`src/rtl/cache_mem_arbiter_if.sv`:
```
// Bundles the I-cache, D-cache and cacheline-adaptor signals shared by cache_mem_arbiter.
// slave: the arbiter's view. master: the caches-plus-adaptor environment's view.
interface cache_mem_arbiter_if #(
  parameter int unsigned ADDR_W = 32,
  parameter int unsigned LINE_W = 256
);
  logic              i_read;
  logic [ADDR_W-1:0] i_address;
  logic [LINE_W-1:0] i_line;
  logic              i_resp;
  logic              d_read;
  logic              d_write;
  logic [ADDR_W-1:0] d_address;
  logic [LINE_W-1:0] d_wline;
  logic [LINE_W-1:0] d_line;
  logic              d_resp;
  logic              mem_read;
  logic              mem_write;
  logic [ADDR_W-1:0] mem_address;
  logic [LINE_W-1:0] mem_wline;
  logic [LINE_W-1:0] mem_rline;
  logic              mem_resp;

  modport slave (
    input  i_read, i_address, d_read, d_write, d_address, d_wline, mem_rline, mem_resp,
    output i_line, i_resp, d_line, d_resp, mem_read, mem_write, mem_address, mem_wline
  );

  modport master (
    output i_read, i_address, d_read, d_write, d_address, d_wline, mem_rline, mem_resp,
    input  i_line, i_resp, d_line, d_resp, mem_read, mem_write, mem_address, mem_wline
  );
endinterface

```
`src/rtl/cache_mem_arbiter.sv`:
```
// Grants the single cacheline adaptor port to the I-cache or D-cache, one line at a time.
// Define ARB_PERF_CNT_EN to add grant and conflict counters.
module cache_mem_arbiter #(
  parameter int unsigned ADDR_W     = 32,
  parameter int unsigned LINE_W     = 256,
  parameter int unsigned FIXED_PRIO = 0
) (
  input logic                clk,
  input logic                rst,
  cache_mem_arbiter_if.slave bus
`ifdef ARB_PERF_CNT_EN
  ,
  output logic [31:0]        i_grant_cnt,
  output logic [31:0]        d_grant_cnt,
  output logic [31:0]        conflict_cnt
`endif
);

  typedef enum logic [1:0] {StIdle, StIBusy, StDBusy, StDone} state_e;

  state_e            r_state, w_state;
  logic              r_rr_last_d, w_rr_last_d;  // 1: D-cache owned the adaptor last
  logic              r_mem_read, w_mem_read;
  logic              r_mem_write, w_mem_write;
  logic [ADDR_W-1:0] r_mem_address, w_mem_address;
  logic [LINE_W-1:0] r_mem_wline, w_mem_wline;
  logic [LINE_W-1:0] r_i_line, w_i_line;
  logic [LINE_W-1:0] r_d_line, w_d_line;
  logic              r_i_resp, w_i_resp;
  logic              r_d_resp, w_d_resp;
  logic              w_i_req, w_d_req, w_grant_i, w_grant_d;

  always_comb begin
    w_i_req   = bus.i_read;
    w_d_req   = bus.d_read | bus.d_write;
    w_grant_d = (r_state == StIdle) && w_d_req &&
                (!w_i_req || (FIXED_PRIO != 0) || !r_rr_last_d);
    w_grant_i = (r_state == StIdle) && w_i_req && !w_grant_d;
  end

  always_comb begin
    w_state       = r_state;
    w_rr_last_d   = r_rr_last_d;
    w_mem_read    = r_mem_read;
    w_mem_write   = r_mem_write;
    w_mem_address = r_mem_address;
    w_mem_wline   = r_mem_wline;
    w_i_line      = r_i_line;
    w_d_line      = r_d_line;
    w_i_resp      = r_i_resp;
    w_d_resp      = r_d_resp;
    unique case (r_state)
      StIdle: begin
        if (w_grant_d) begin
          // A simultaneous read and write is illegal; the write is honoured.
          w_state       = StDBusy;
          w_mem_write   = bus.d_write;
          w_mem_read    = !bus.d_write;
          w_mem_address = bus.d_address;
          w_mem_wline   = bus.d_wline;
        end else if (w_grant_i) begin
          w_state       = StIBusy;
          w_mem_read    = 1'b1;
          w_mem_write   = 1'b0;
          w_mem_address = bus.i_address;
        end
      end
      StIBusy: begin
        if (bus.mem_resp) begin
          w_state     = StDone;
          w_mem_read  = 1'b0;
          w_mem_write = 1'b0;
          w_i_line    = bus.mem_rline;
          w_i_resp    = 1'b1;
          w_rr_last_d = 1'b0;
        end
      end
      StDBusy: begin
        if (bus.mem_resp) begin
          w_state     = StDone;
          w_mem_read  = 1'b0;
          w_mem_write = 1'b0;
          w_d_line    = bus.mem_rline;
          w_d_resp    = 1'b1;
          w_rr_last_d = 1'b1;
        end
      end
      StDone: begin
        // The idle cycle lets the requester drop its request before it is sampled again.
        w_state  = StIdle;
        w_i_resp = 1'b0;
        w_d_resp = 1'b0;
      end
      default: w_state = StIdle;
    endcase
  end

  always_ff @(posedge clk or negedge rst) begin
    if (!rst) begin
      r_state       <= StIdle;
      r_rr_last_d   <= 1'b0;
      r_mem_read    <= 1'b0;
      r_mem_write   <= 1'b0;
      r_mem_address <= '0;
      r_mem_wline   <= '0;
      r_i_line      <= '0;
      r_d_line      <= '0;
      r_i_resp      <= 1'b0;
      r_d_resp      <= 1'b0;
    end else begin
      r_state       <= w_state;
      r_rr_last_d   <= w_rr_last_d;
      r_mem_read    <= w_mem_read;
      r_mem_write   <= w_mem_write;
      r_mem_address <= w_mem_address;
      r_mem_wline   <= w_mem_wline;
      r_i_line      <= w_i_line;
      r_d_line      <= w_d_line;
      r_i_resp      <= w_i_resp;
      r_d_resp      <= w_d_resp;
    end
  end

  assign bus.mem_read    = r_mem_read;
  assign bus.mem_write   = r_mem_write;
  assign bus.mem_address = r_mem_address;
  assign bus.mem_wline   = r_mem_wline;
  assign bus.i_line      = r_i_line;
  assign bus.i_resp      = r_i_resp;
  assign bus.d_line      = r_d_line;
  assign bus.d_resp      = r_d_resp;

`ifdef ARB_PERF_CNT_EN
  logic        w_conflict;
  logic [31:0] r_i_grant_cnt, r_d_grant_cnt, r_conflict_cnt;

  assign w_conflict = (r_state == StIdle) && w_i_req && w_d_req;

  always_ff @(posedge clk or negedge rst) begin
    if (!rst) begin
      r_i_grant_cnt  <= '0;
      r_d_grant_cnt  <= '0;
      r_conflict_cnt <= '0;
    end else begin
      r_i_grant_cnt  <= r_i_grant_cnt + 32'(w_grant_i);
      r_d_grant_cnt  <= r_d_grant_cnt + 32'(w_grant_d);
      r_conflict_cnt <= r_conflict_cnt + 32'(w_conflict);
    end
  end

  assign i_grant_cnt  = r_i_grant_cnt;
  assign d_grant_cnt  = r_d_grant_cnt;
  assign conflict_cnt = r_conflict_cnt;
`endif

endmodule
```
`src/flat_wrapper.sv`:
```
// flat-port wrapper written by rule: the top's interface ports become plain ports
module cache_mem_arbiter_flat 
#(
  parameter int unsigned ADDR_W     = 32,
  parameter int unsigned LINE_W     = 256,
  parameter int unsigned FIXED_PRIO = 0
)
  (clk, rst, bus_i_read, bus_i_address, bus_d_read, bus_d_write, bus_d_address, bus_d_wline, bus_mem_rline, bus_mem_resp, bus_i_line, bus_i_resp, bus_d_line, bus_d_resp, bus_mem_read, bus_mem_write, bus_mem_address, bus_mem_wline);
  cache_mem_arbiter_if #(.ADDR_W(ADDR_W), .LINE_W(LINE_W)) bus_i ();
  input logic clk;
  input logic rst;
  input wire logic [$bits(bus_i.i_read)-1:0] bus_i_read;
  input wire logic [$bits(bus_i.i_address)-1:0] bus_i_address;
  input wire logic [$bits(bus_i.d_read)-1:0] bus_d_read;
  input wire logic [$bits(bus_i.d_write)-1:0] bus_d_write;
  input wire logic [$bits(bus_i.d_address)-1:0] bus_d_address;
  input wire logic [$bits(bus_i.d_wline)-1:0] bus_d_wline;
  input wire logic [$bits(bus_i.mem_rline)-1:0] bus_mem_rline;
  input wire logic [$bits(bus_i.mem_resp)-1:0] bus_mem_resp;
  output wire logic [$bits(bus_i.i_line)-1:0] bus_i_line;
  output wire logic [$bits(bus_i.i_resp)-1:0] bus_i_resp;
  output wire logic [$bits(bus_i.d_line)-1:0] bus_d_line;
  output wire logic [$bits(bus_i.d_resp)-1:0] bus_d_resp;
  output wire logic [$bits(bus_i.mem_read)-1:0] bus_mem_read;
  output wire logic [$bits(bus_i.mem_write)-1:0] bus_mem_write;
  output wire logic [$bits(bus_i.mem_address)-1:0] bus_mem_address;
  output wire logic [$bits(bus_i.mem_wline)-1:0] bus_mem_wline;
  assign bus_i.i_read = bus_i_read;
  assign bus_i.i_address = bus_i_address;
  assign bus_i.d_read = bus_d_read;
  assign bus_i.d_write = bus_d_write;
  assign bus_i.d_address = bus_d_address;
  assign bus_i.d_wline = bus_d_wline;
  assign bus_i.mem_rline = bus_mem_rline;
  assign bus_i.mem_resp = bus_mem_resp;
  assign bus_i_line = bus_i.i_line;
  assign bus_i_resp = bus_i.i_resp;
  assign bus_d_line = bus_i.d_line;
  assign bus_d_resp = bus_i.d_resp;
  assign bus_mem_read = bus_i.mem_read;
  assign bus_mem_write = bus_i.mem_write;
  assign bus_mem_address = bus_i.mem_address;
  assign bus_mem_wline = bus_i.mem_wline;
  cache_mem_arbiter #(.ADDR_W(ADDR_W), .LINE_W(LINE_W), .FIXED_PRIO(FIXED_PRIO)) u_core (.clk(clk), .rst(rst), .bus(bus_i));
endmodule
```
`config.mk`:
```
export PLATFORM = sky130hd
export DESIGN_NAME = cache_mem_arbiter_flat
export DESIGN_NICKNAME = d
export VERILOG_FILES = /design/src/rtl/cache_mem_arbiter_if.sv /design/src/rtl/cache_mem_arbiter.sv /design/src/flat_wrapper.sv
export SDC_FILE = /design/constraint.sdc
export NUM_CORES = 1
export LEC_CHECK = 0
export BUFFER_PORTS_ARGS = -buffer_cell sky130_fd_sc_hd__buf_2
export CAP_MARGIN = 25
export CELL_PAD_IN_SITES_DETAIL_PLACEMENT = 2
export CELL_PAD_IN_SITES_GLOBAL_PLACEMENT = 2
export CORE_AREA = 2 2 537 539
export DETAILED_ROUTE_END_ITERATION = 8
export DIE_AREA = 0 0 539 541
export PLACE_DENSITY = 0.43
export REMOVE_ABC_BUFFERS = 1
export SLEW_MARGIN = 20
export SYNTH_ARGS = -nofsm -noshare
export SYNTH_HDL_FRONTEND = slang
export SYNTH_SLANG_ARGS = --single-unit
```
`constraint.sdc`:
```
create_clock -name clk -period 4.9 [get_ports clk]
set_input_delay 0.245 -clock clk [delete_from_list [all_inputs] [get_ports clk]]
set_output_delay 0.245 -clock clk [all_outputs]
set_load 0.01 [all_outputs]
```
==> impl_metrics.toml <==
[placed_design]
gp_congestion = 0.792
place_hpwl_microns = 141000
post-place-ws_ns = 2.05
io_buffer_count = 1385
dp_cells = 6963

[timing]
rsz0062_at_grt = "false"
period_share_pct = 59.6
finalCriticalPeriod_ns = 2.92
hold_ws_ns = 0.0522
tns_ns = 0
setup_viol = 0
fin_ws_ns = 1.98
worst_slew_pin_slew_ns = 0.987
relSlewSlack_pct = 34.2
fmax_mhz = 343
drv_slew = 0
hold_violations = 0
finClkSkew_ns = 0.0500

[setup_path]
end_kind = "flip-flop"
crit_family = "buffers and inverters"
critical_path_depth = 7
worstRegToRegCells = 7
cpMaxStageDelayCell = "nor2_8"
crit_arrival_ns = 3.68
required_ns = 5.66
cp_max_fo = 35
crit_chain = "inv_1 -> ha_1 -> a21bo_2 -> nor2_8 -> buf_4 -> o21a_1 -> dlygate4sd3_1"
r2r_slack_ns = 1.98
start_kind = "flip-flop"
cp_num_buf_inv = 3
slowest_delay_ns = 0.62
crit_type = "reg2reg"

[power_and_ir_drop]
peakVddDrop_v = 0.000357
power_mw = 34.1
powerDensity_nw_per_um2 = 663
p_leak_nw = 23.1

[cts]
path_clk_slew_ns = 0.06
cts_setup_buffers = 0
root_buffer = "clkbuf_16"
cts_max_level = 3
ctsHoldBuffers = 583
cts_tree = "done"
cts_buffers = 112
clock_latency_ns = 0.82
cts.sinks = 807
clockBufferDepth = 4
cts_resized = 0

[hold_path]
hp-class = "in2async"

[routing]
dr_total_vias = 24400
dr.pass1.iters = 4
wl_microns = 176000
antenna_left = 0
routedWlPerCell_microns = 22.7
dr.first_iter.drc_count = 630
drc = 0
via_per_inst = 3.14

[logic_synthesis]
ys_ff_latch = 807
synth_top_area_cell = "dfrtp_1"
synth.top_cell.area_share_pct = 66.2
synth_top_cells_by_area = "dfrtp_1 66%, mux2_2 21%, mux2_1 7.4%"
yosys.cell_types.count = 33
syn-cell-area_sq_um = 30500
avgSynthCellArea_sq_um = 16.6
synth_enable_flop_cells = 0
synthArstFlopShare_pct = 100
synth_warnings = 0
synth_ff_type = "dfrtp_1"
syn_inst = 1843
ys_seq_area_share_pct = 66.2

[grt]
grt_first_pass_wirelength_microns = 242000
grt_max_degree = 124
grt-ovfl-total = 0
grt_usage_pct = 11.8
antenna_found_initial = 53
grt_pass1_vias = 28300

[cells_and_area]
layout.nets = 4465
post_route_cells_drive_above_1_share_pct = 55.0
fin_cells = 7765
syn_to_final_growth_pct = 68.5
final_cell_mix = "1384 x buf_2, 807 x dfrtp_1, 583 x dlygate4sd3_1, 568 x mux2_2, 200 x mux2_1"
final_common_cell = "buf_2"

[flow_run]
drv_cap = 0

[die]
dieArea_sq_um = 292000
io-pin-count = 1386
die_w_microns = 539
core_area_sq_um = 286000
rows = 197
die_h_microns = 541
start_util_pct = 10.7

[status]
outcome = "complete, no violations"
-- state kept, by name (all words and copies together) (netlist names) --
name and count:
u_core.bus.i_line 256, u_core.bus.d_resp 1, u_core.bus.d_line 256, u_core.bus.i_resp 1, u_core.bus.mem_write 1, u_core.bus.mem_read 1
u_core.r_rr_last_d 1, u_core.bus.mem_address 32, u_core.bus.mem_wline 256, u_core.r_state 2
-- metal layers --
metal / wire length, microns / global-route usage (%) / up-vias / share of wire, %
li1: - / - / 10600 / -
met5: 174 / 0 / - / 0.099
met4: 4430 / 2.96 / 26 / 2.5
met3: 15000 / 4.52 / 210 / 8.5
met1: 65900 / 12.7 / 12500 / 37
met2: 90800 / 21.5 / 1047 / 52
-- cell families (layout without fill, tap and decap cells) --
kind of cell | count (synthesis) | in the layout | synth area share [%]
AO/OA/AOI/OAI | 111 | 111 | 2.11
adder cells (fa/ha/maj) | 4 | 4 | 0.164
buffers and inverters | 107 | 2222 | 2.48
flip-flops | 807 | 807 | 66.2
multiplexers | 769 | 769 | 28.4
other | 0 | 26 | 0
AND/OR/NAND/NOR | 45 | 45 | 0.693
-- synth_stat cells, types with 3 or more instances --
| cell | instances |
|---|---|
| dfrtp_1 | 807 |
| mux2_2 | 568 |
| mux2_1 | 200 |
| buf_2 | 69 |
| nor2_1 | 34 |
| o21ai_0 | 34 |
| a21oi_1 | 33 |
| a31oi_1 | 32 |
| buf_8 | 22 |
| clkbuf_1 | 10 |
| nand2_1 | 5 |
| ha_1 | 4 |
| buf_6 | 3 |
| inv_1 | 3 |
-- report_power, final --
| part | total [mW] | switching, mW | internal (mW) |
|---|---|---|---|
| sequential | 12.0 | 1.87 | 10.1 |
| combinational | 14.2 | 7.84 | 6.32 |
| clock | 7.91 | 3.28 | 4.63 |
| total | 34.1 | 13.0 | 21.1 |
-- through the flow --
stage          util (%)  instance area [sq um]
6_report           18.0                  51400
5_1_grt            17.9                  51400
4_1_cts            17.9                  51400
3_5_place_dp       14.7                  42100
3_3_place_gp       14.7                  42100
2_1_floorplan         -                  29800
-- worst register-to-register path: stages (launching register included) --
cell	delay (ns)
dfrtp_1	0.41
inv_1	0.11
ha_1	0.29
a21bo_2	0.30
nor2_8	0.63
buf_4	0.39
o21a_1	0.17
dlygate4sd3_1	0.55
-- layout make-up --
type                    count  area [sq um]
repair buffers           2026         13400
multi-input cells         929          9600
clock inverters            24           263
inverters                   3          11.3
flip-flops and latches    807         20200
clock buffers             169          3210
well taps                3781          4730
fillers                 32400        235000
diodes                     26          65.1
-- final timing paths --
check	end	from
worst max-delay path	u_core.r_state[1]	u_core.r_state[0]
worst min-delay path	u_core.bus.i_line[212]	rst
worst max register to register	u_core.r_state[1]	u_core.r_state[0]
worst min register to register	u_core.bus.mem_read	u_core.bus.mem_read
max in group asynchronous	u_core.bus.mem_wline[114]	rst
min in group clk	u_core.bus.mem_wline[167]	bus_d_wline[167]
Note: power is estimated with default switching activity, not from simulation.
